$ cat src/rtl/dadda_pkg.sv
// Shared definitions for the 8x8 Dadda multiplier datapath: product width,
// carry-propagate pipeline cut position and the product/row type.
package dadda_pkg;

    localparam int unsigned PROD_W    = 16;
    localparam int unsigned CPA_SPLIT = 8;

    typedef logic [PROD_W-1:0] prod_t;

endpackage

$ cat src/rtl/cpa_slice.sv
// Parametric-width ripple-carry adder slice with carry in and carry out.
module cpa_slice
    import dadda_pkg::*;
#(
    parameter int unsigned W = 8
) (
    input  logic [W-1:0] a_i,
    input  logic [W-1:0] b_i,
    input  logic         cin_i,
    output logic [W-1:0] sum_o,
    output logic         cout_o
);

    always_comb begin
        logic c;
        c     = cin_i;
        sum_o = '0;
        for (int unsigned i = 0; i < W; i++) begin
            sum_o[i] = a_i[i] ^ b_i[i] ^ c;
            c        = (a_i[i] & b_i[i]) | (c & (a_i[i] ^ b_i[i]));
        end
        cout_o = c;
    end

endmodule

$ cat src/rtl/dadda_cpa_pipe.sv
// Two-stage pipelined carry-propagate adder for the reduced Dadda rows:
// low SPLIT bits summed in stage 1, upper bits plus carry in stage 2.
module dadda_cpa_pipe
    import dadda_pkg::*;
#(
    parameter int unsigned WIDTH = PROD_W,
    parameter int unsigned SPLIT = CPA_SPLIT
) (
    input  logic             clk,
    input  logic             rst_n,
    input  logic             in_valid,
    output logic             in_ready,
    input  logic [WIDTH-1:0] in_row0,
    input  logic [WIDTH-1:0] in_row1,
    output logic             out_valid,
    input  logic             out_ready,
    output logic [WIDTH-1:0] out_product,
    output logic             out_cout,
    output logic [1:0]       occupancy
);

    localparam int unsigned HI_W = WIDTH - SPLIT;

    logic              s1_v_q,    s1_v_d;
    logic [SPLIT:0]    s1_lo_q,   s1_lo_d;
    logic [HI_W-1:0]   s1_hi0_q,  s1_hi0_d;
    logic [HI_W-1:0]   s1_hi1_q,  s1_hi1_d;
    logic              s2_v_q,    s2_v_d;
    logic [WIDTH-1:0]  s2_prod_q, s2_prod_d;
    logic              s2_cout_q, s2_cout_d;

    logic              s1_en, s2_en, accept;
    logic [SPLIT-1:0]  lo_sum;
    logic              lo_cout;
    logic [HI_W-1:0]   hi_sum;
    logic              hi_cout;

    cpa_slice #(.W(SPLIT)) u_lo (
        .a_i    (in_row0[SPLIT-1:0]),
        .b_i    (in_row1[SPLIT-1:0]),
        .cin_i  (1'b0),
        .sum_o  (lo_sum),
        .cout_o (lo_cout)
    );

    cpa_slice #(.W(HI_W)) u_hi (
        .a_i    (s1_hi0_q),
        .b_i    (s1_hi1_q),
        .cin_i  (s1_lo_q[SPLIT]),
        .sum_o  (hi_sum),
        .cout_o (hi_cout)
    );

    // in_ready is combinational from out_ready so a full pipe can still
    // consume, advance and accept on the same edge without a bubble.
    always_comb begin
        s2_en  = !s2_v_q || out_ready;
        s1_en  = !s1_v_q || s2_en;
        accept = in_valid && s1_en;
    end

    always_comb begin
        s1_v_d    = s1_v_q;
        s1_lo_d   = s1_lo_q;
        s1_hi0_d  = s1_hi0_q;
        s1_hi1_d  = s1_hi1_q;
        s2_v_d    = s2_v_q;
        s2_prod_d = s2_prod_q;
        s2_cout_d = s2_cout_q;

        if (s1_en) begin
            s1_v_d = accept;
            if (accept) begin
                s1_lo_d  = {lo_cout, lo_sum};
                s1_hi0_d = in_row0[WIDTH-1:SPLIT];
                s1_hi1_d = in_row1[WIDTH-1:SPLIT];
            end
        end

        if (s2_en) begin
            s2_v_d = s1_v_q;
            if (s1_v_q) begin
                s2_prod_d = {hi_sum, s1_lo_q[SPLIT-1:0]};
                s2_cout_d = hi_cout;
            end
        end
    end

    always_ff @(posedge clk or negedge rst_n) begin
        if (!rst_n) begin
            s1_v_q    <= 1'b0;
            s1_lo_q   <= '0;
            s1_hi0_q  <= '0;
            s1_hi1_q  <= '0;
            s2_v_q    <= 1'b0;
            s2_prod_q <= '0;
            s2_cout_q <= 1'b0;
        end else begin
            s1_v_q    <= s1_v_d;
            s1_lo_q   <= s1_lo_d;
            s1_hi0_q  <= s1_hi0_d;
            s1_hi1_q  <= s1_hi1_d;
            s2_v_q    <= s2_v_d;
            s2_prod_q <= s2_prod_d;
            s2_cout_q <= s2_cout_d;
        end
    end

    assign in_ready    = s1_en;
    assign out_valid   = s2_v_q;
    assign out_product = s2_prod_q;
    assign out_cout    = s2_cout_q;
    assign occupancy   = {1'b0, s1_v_q} + {1'b0, s2_v_q};

endmodule

$ cat config.mk
export PLATFORM = sky130hd
export DESIGN_NAME = dadda_cpa_pipe
export DESIGN_NICKNAME = d
export VERILOG_FILES = /design/src/rtl/dadda_pkg.sv /design/src/rtl/cpa_slice.sv /design/src/rtl/dadda_cpa_pipe.sv
export SDC_FILE = /design/constraint.sdc
export NUM_CORES = 1
export LEC_CHECK = 0
export ABC_AREA = 1
export CAP_MARGIN = 25
export CORE_MARGIN = 3
export CORE_UTILIZATION = 39
export CTS_BUF_LIST = sky130_fd_sc_hd__clkbuf_4
export DETAILED_ROUTE_END_ITERATION = 10
export DONT_BUFFER_PORTS = 1
export SLEW_MARGIN = 20
export SYNTH_ARGS = -nofsm -noshare
export SYNTH_HDL_FRONTEND = slang
export SYNTH_SLANG_ARGS = --single-unit
$ cat constraint.sdc
create_clock -name clk -period 4.5 [get_ports clk]
set_clock_uncertainty 0.2 [all_clocks]
set_input_delay 0.45 -clock clk [delete_from_list [all_inputs] [get_ports clk]]
set_output_delay 0.45 -clock clk [all_outputs]
set_load 0.01 [all_outputs]
Word-level counts from Yosys, hierarchy flattened
Cells that the tools add are included.
{"block": "word_totals", "out_inout_bits": 21, "ram_bits": 0, "latchBits": 0, "mem_count": 0, "wordCells": 92, "reg_bits": 44, "romBits": 0, "in_bits": 36}
{"block": "op_classes", "shifts": 0, "n_mul": 0, "addsub": 1, "bitwise_logic": 77, "muxes": 0, "n_lt_le_gt_ge": 0, "n_eq_ne": 0, "reduce_logical": 7, "div": 0}
{"op": "1-bit bitwise AND", "n": 31}
{"op": "1-bit XOR", "n": 31}
{"op": "1-bit OR", "n": 15}
{"op": "2-bit AND reduction", "n": 2}
{"op": "1-bit by 1-bit adder with 2-bit output", "n": 1}
{"op": "1-bit zero test", "n": 2}
{"op": "1-bit logical OR", "n": 2}
{"op": "1-bit logical AND", "n": 1}

Longest topological paths before layout
{"block": "depth", "depth_word": 17, "depth_mapped": 14, "ltp_nobuf": 14}

By module
From an unflattened synthesis, not the netlist that was laid out.
{"block": "unflattened", "cells_unflattened": 226, "area_unflattened_um2": 2173.3}
{"mod": "dadda_cpa_pipe", "cells_per_inst": 190, "seq_area_each_um2": 1101.1, "area_each_um2": 1778.0, "instances": 1}
{"mod": "cpa_slice", "cells_per_inst": 18, "seq_area_each_um2": 0.0, "area_each_um2": 197.7, "instances": 2}

Worst setup path after synthesis
OpenSTA, ideal clock, no wires.
{"block": "synth_timing", "path_kind": "reg2reg", "startpoint": "register s1_hi0_q[0]", "endpoint": "register s2_prod_q[15], in the netlist out_product[15]", "slack_ns": 0.723, "path_stages_with_launch": 13, "required_time_ns": 4.217, "synth_period_minus_slack_ns": 3.777, "arrival_ns": 3.495, "path_cell_list": "dfrtp_1 > fa_1 > inv_1 > fa_1 > inv_1 > fa_1 > fa_1 > fa_1 > fa_1 > fa_1 > inv_1 > fa_1 > o21ai_0"}
{"block": "synth_via", "elab_chain_len": 16}
{"element": "start: declaration", "line_no": "dadda_cpa_pipe.sv:26", "text": "logic [HI_W-1:0] s1_hi0_q, s1_hi0_d;"}
{"element": "start signal: assignment", "line_no": "dadda_cpa_pipe.sv:101", "text": "s1_hi0_q <= s1_hi0_d;"}
{"element": "1-bit XOR", "line_no": "cpa_slice.sv:20", "text": "c = (a_i[i] & b_i[i]) | (c & (a_i[i] ^ b_i[i]));"}
{"element": "1-bit bitwise AND", "line_no": "cpa_slice.sv:20"}
{"element": "1-bit OR *", "line_no": "cpa_slice.sv:20"}
{"element": "1-bit bitwise AND *", "line_no": "cpa_slice.sv:20"}
{"element": "1-bit OR *", "line_no": "cpa_slice.sv:20"}
{"element": "1-bit bitwise AND *", "line_no": "cpa_slice.sv:20"}
{"element": "1-bit OR *", "line_no": "cpa_slice.sv:20"}
{"element": "1-bit bitwise AND *", "line_no": "cpa_slice.sv:20"}
{"element": "1-bit OR *", "line_no": "cpa_slice.sv:20"}
{"element": "1-bit bitwise AND *", "line_no": "cpa_slice.sv:20"}
{"element": "1-bit OR *", "line_no": "cpa_slice.sv:20"}
{"element": "1-bit bitwise AND *", "line_no": "cpa_slice.sv:20"}
{"element": "1-bit OR *", "line_no": "cpa_slice.sv:20"}
{"element": "1-bit bitwise AND *", "line_no": "cpa_slice.sv:20"}
{"element": "1-bit OR *", "line_no": "cpa_slice.sv:20"}
{"element": "1-bit XOR *", "line_no": "cpa_slice.sv:19", "text": "sum_o[i] = a_i[i] ^ b_i[i] ^ c;"}
{"element": "end signal: assignment", "line_no": "dadda_cpa_pipe.sv:104", "text": "s2_prod_q <= s2_prod_d;"}
{"element": "end: declaration", "line_no": "dadda_cpa_pipe.sv:29", "text": "logic [WIDTH-1:0] s2_prod_q, s2_prod_d;"}
Mark *: on every way between the ends. The rest lies on a longest branch, timed or not.
A chain may end at the register's enable or synchronous reset.

Final worst setup path
Same ends and word-level chain as after synthesis.

==> flow_summary_export.csv <==
group,metric,value,unit
run_status,status,"completed",
clocking,cts_htree_levels,2,
timing,finalHoldViolCount,0,
setup_path,worstPathRequired,4.55,ns
routing,route.detailed.drc,0,
logic_synthesis,synth_seq_cells,44,
timing,setup_viol,0,
routing,via_per_inst,4.52,
run,maxCapViolCount,0,
timing,period_needed,3.97,ns
setup_path,critical_path.max_fanout,2,
timing,fmax,252,MHz
cells_and_area,drive_above_1_share,4.61,%
timing,setup_ws,0.534,ns
global_route,grt_usage,13.8,%
placed_design,pre_cts_slack,0.554,ns
floorplanning,die_area,6380,um2
global_route,grt_max_degree,45,
placed_design,gp_congestion,0.782,
floorplanning,start_util,40.9,%
cells_and_area,antennaDiodeCount,0,
placed_design,io_buffer_count,0,
clocking,clk_path_buf_depth,2,
clocking,root_buffer,"clkbuf_4",
global_route,grt_pass1_wl,6.85,mm
cells_and_area,final-seq-area,1100,um2
routing,drtIter0Drc,131,
pwr,vdd.ir_drop.worst,131,uV
setup_path,worst_path_most_repeated_cell,"fa_1",
clocking,cts_hold_buffers,2,
clocking,clkTransAtPathRegs,0.11,ns
logic_synthesis,synthCells,220,
cells_and_area,final_util,42.7,%
setup_path,crit_type,"reg2reg",
logic_synthesis,avgSynthCellArea,9.68,um2
placed_design,dp_hpwl,2.89,mm
setup_path,critPathLaunchType,"flip-flop",
routing,ant_nets,0,
timing,grt_setup_unrepaired,"no",
min_path,hold_class,"in2reg",
clocking,cts_tree,"built",
setup_path,arrival,4.02,ns
setup_path,critPathSlowestCell,"dfrtp_1",
cells_and_area,syn2layout_area_growth,4.47,%
floorplanning,dieWidth,79.9,um
setup_path,crit_path_cell_trace,"fa_1 > inv_1 > fa_1 > inv_1 > fa_1 > fa_1 > fa_1 > fa_1 > fa_1 > inv_1 > fa_1 > o21ai_0",
setup_path,slowest_delay,0.42,ns
logic_synthesis,yosysUniqueCellTypes,15,
floorplanning,die_y,79.9,um
clocking,postCtsSetupBuffers,0,
timing,slew_viol_final,0,
routing,routedWlPerCell,13.6,um
pwr,cellLeakagePower,0.00116,uW
cells_and_area,nets,270,
global_route,antenna_found_initial,0,
timing,worst_pin_slew,0.659,ns
cells_and_area,fill_cells,536,
clocking,cts_sinks,44,
floorplanning,row_count,26,
floorplanning,io_pins,57,
routing,finalWirelength,3.89,mm
cells_and_area,multi_input_area,886,um2
clocking,clk_latency,0.34,ns
logic_synthesis,synth_fp_nets,273,
logic_synthesis,synth_seq_area_share,51.7,%
floorplanning,core_area,5200,um2
logic_synthesis,ys_warn_count,0,
timing,fin_crit_sh,88.1,%
setup_path,critPathCaptureType,"flip-flop",
clocking,cts_resized,0,
pwr,pwr_density_cell,448,nW/um2
routing,vias,1298,
logic_synthesis,syn_area,2130,um2
timing,tns,0,ns
routing,firstDrtPassIters,4,
clocking,numCtsBuffers,5,
global_route,grt_pass1_vias,1323,
timing,max-slew-margin-rel,56.0,%
global_route,overflow,0,
## worst paths after layout
check,endpoint,startpoint,slack [ns],depth (start not counted)
max in group asynchronous,s1_lo_q[7],rst_n,3.47,2
max,out_product[15],s1_hi0_q[0],0.53,12
min,s1_hi1_q[2],in_row1[10],0.04,2
max reg2reg,out_product[15],s1_hi0_q[0],0.53,12
min reg2reg,s1_lo_q[7],s1_lo_q[7],0.29,2
min in group asynchronous,out_product[7],rst_n,0.42,2
## synth_stat cells
cell type / instances / area share (%)
dfrtp_1: 44 / 52
inv_1: 17 / 3.0
nand2_4: 1 / 0.53
clkbuf_1: 2 / 0.35
nand2_1: 84 / 15
ha_1: 2 / 1.2
nand3_1: 39 / 9.2
inv_2: 1 / 0.18
buf_4: 2 / 0.70
o21ai_0: 3 / 0.70
buf_2: 6 / 1.4
nand3_4: 1 / 0.82
nand2_2: 1 / 0.29
fa_1: 15 / 14
buf_6: 2 / 1.1
## routing by layer
metal	vias to the layer above	share of wire [%]	track usage (%)	wire length, um
met4	0	1.1	4.56	42
met1	581	49	20.8	1890
met2	38	42	18.5	1650
met5	-	0	0	0
met3	4	7.8	4.40	304
li1	675	-	-	-
## kinds of logic after synthesis
group	share of synthesized area, %
simple gates	25.6
flops	51.7
buf+inv	6.70
fa+ha+maj	15.3
compound gates	0.705
## stage by stage
stage | hold WS, ns | total power, uW | instance area, um2 | std cells
6_report | 0.0382 | 996 | 2220 | 287
5_1_grt | 0.00960 | 1090 | 2220 | 287
4_1_cts | 0.0148 | 1020 | 2220 | 287
3_5_place_dp | -0.0446 | 835 | 2140 | 278
3_3_place_gp | -0.0446 | 827 | 2140 | 278
2_1_floorplan | -0.0456 | 778 | 2130 | 220
## flip-flops by register name, indices dropped and copies added, names as in the netlist
signal,cells
out_cout,1
s1_lo_q,9
s1_v_q,1
out_valid,1
out_product,16
s1_hi0_q,8
s1_hi1_q,8
## critical path: cells and delay by family (launching register included)
family / cells / cell delay (ns)
adders and majority gates: 8 / 2.91
DFF: 1 / 0.42
buffers and inverters: 3 / 0.20
AOI/OAI and AO/OA: 1 / 0.16
## where the power goes
| part | switching, uW | total [uW] | internal, uW | leakage, uW |
|---|---|---|---|---|
| Sequential | 116 | 616 | 500 | 0.000540 |
| Combinational | 123 | 211 | 87.9 | 0.000596 |
| Clock | 114 | 169 | 54.7 | 0.0000261 |
## area by class of cell
type | instances | share of cell area (%)
clock buffer | 5 | 1.69
clock inverter | 2 | 0.337
multi-input combinational | 146 | 39.8
tap | 70 | 3.94
inverter | 18 | 3.04
timing repair buffer | 2 | 1.69
sequential | 44 | 49.5
## layout by cell type (no fill, tap or decap)
cell / n
nand2_1: 84
dfrtp_1: 44
nand3_1: 39
inv_1: 17
fa_1: 15
clkbuf_4: 5
o21ai_0: 3
ha_1: 2
clkinv_1: 2
inv_2: 1
nand3_4: 1
nand2_4: 1
nand2_2: 1
buf_16: 1
dlygate4sd3_1: 1
(Power assumes the default switching activity.)
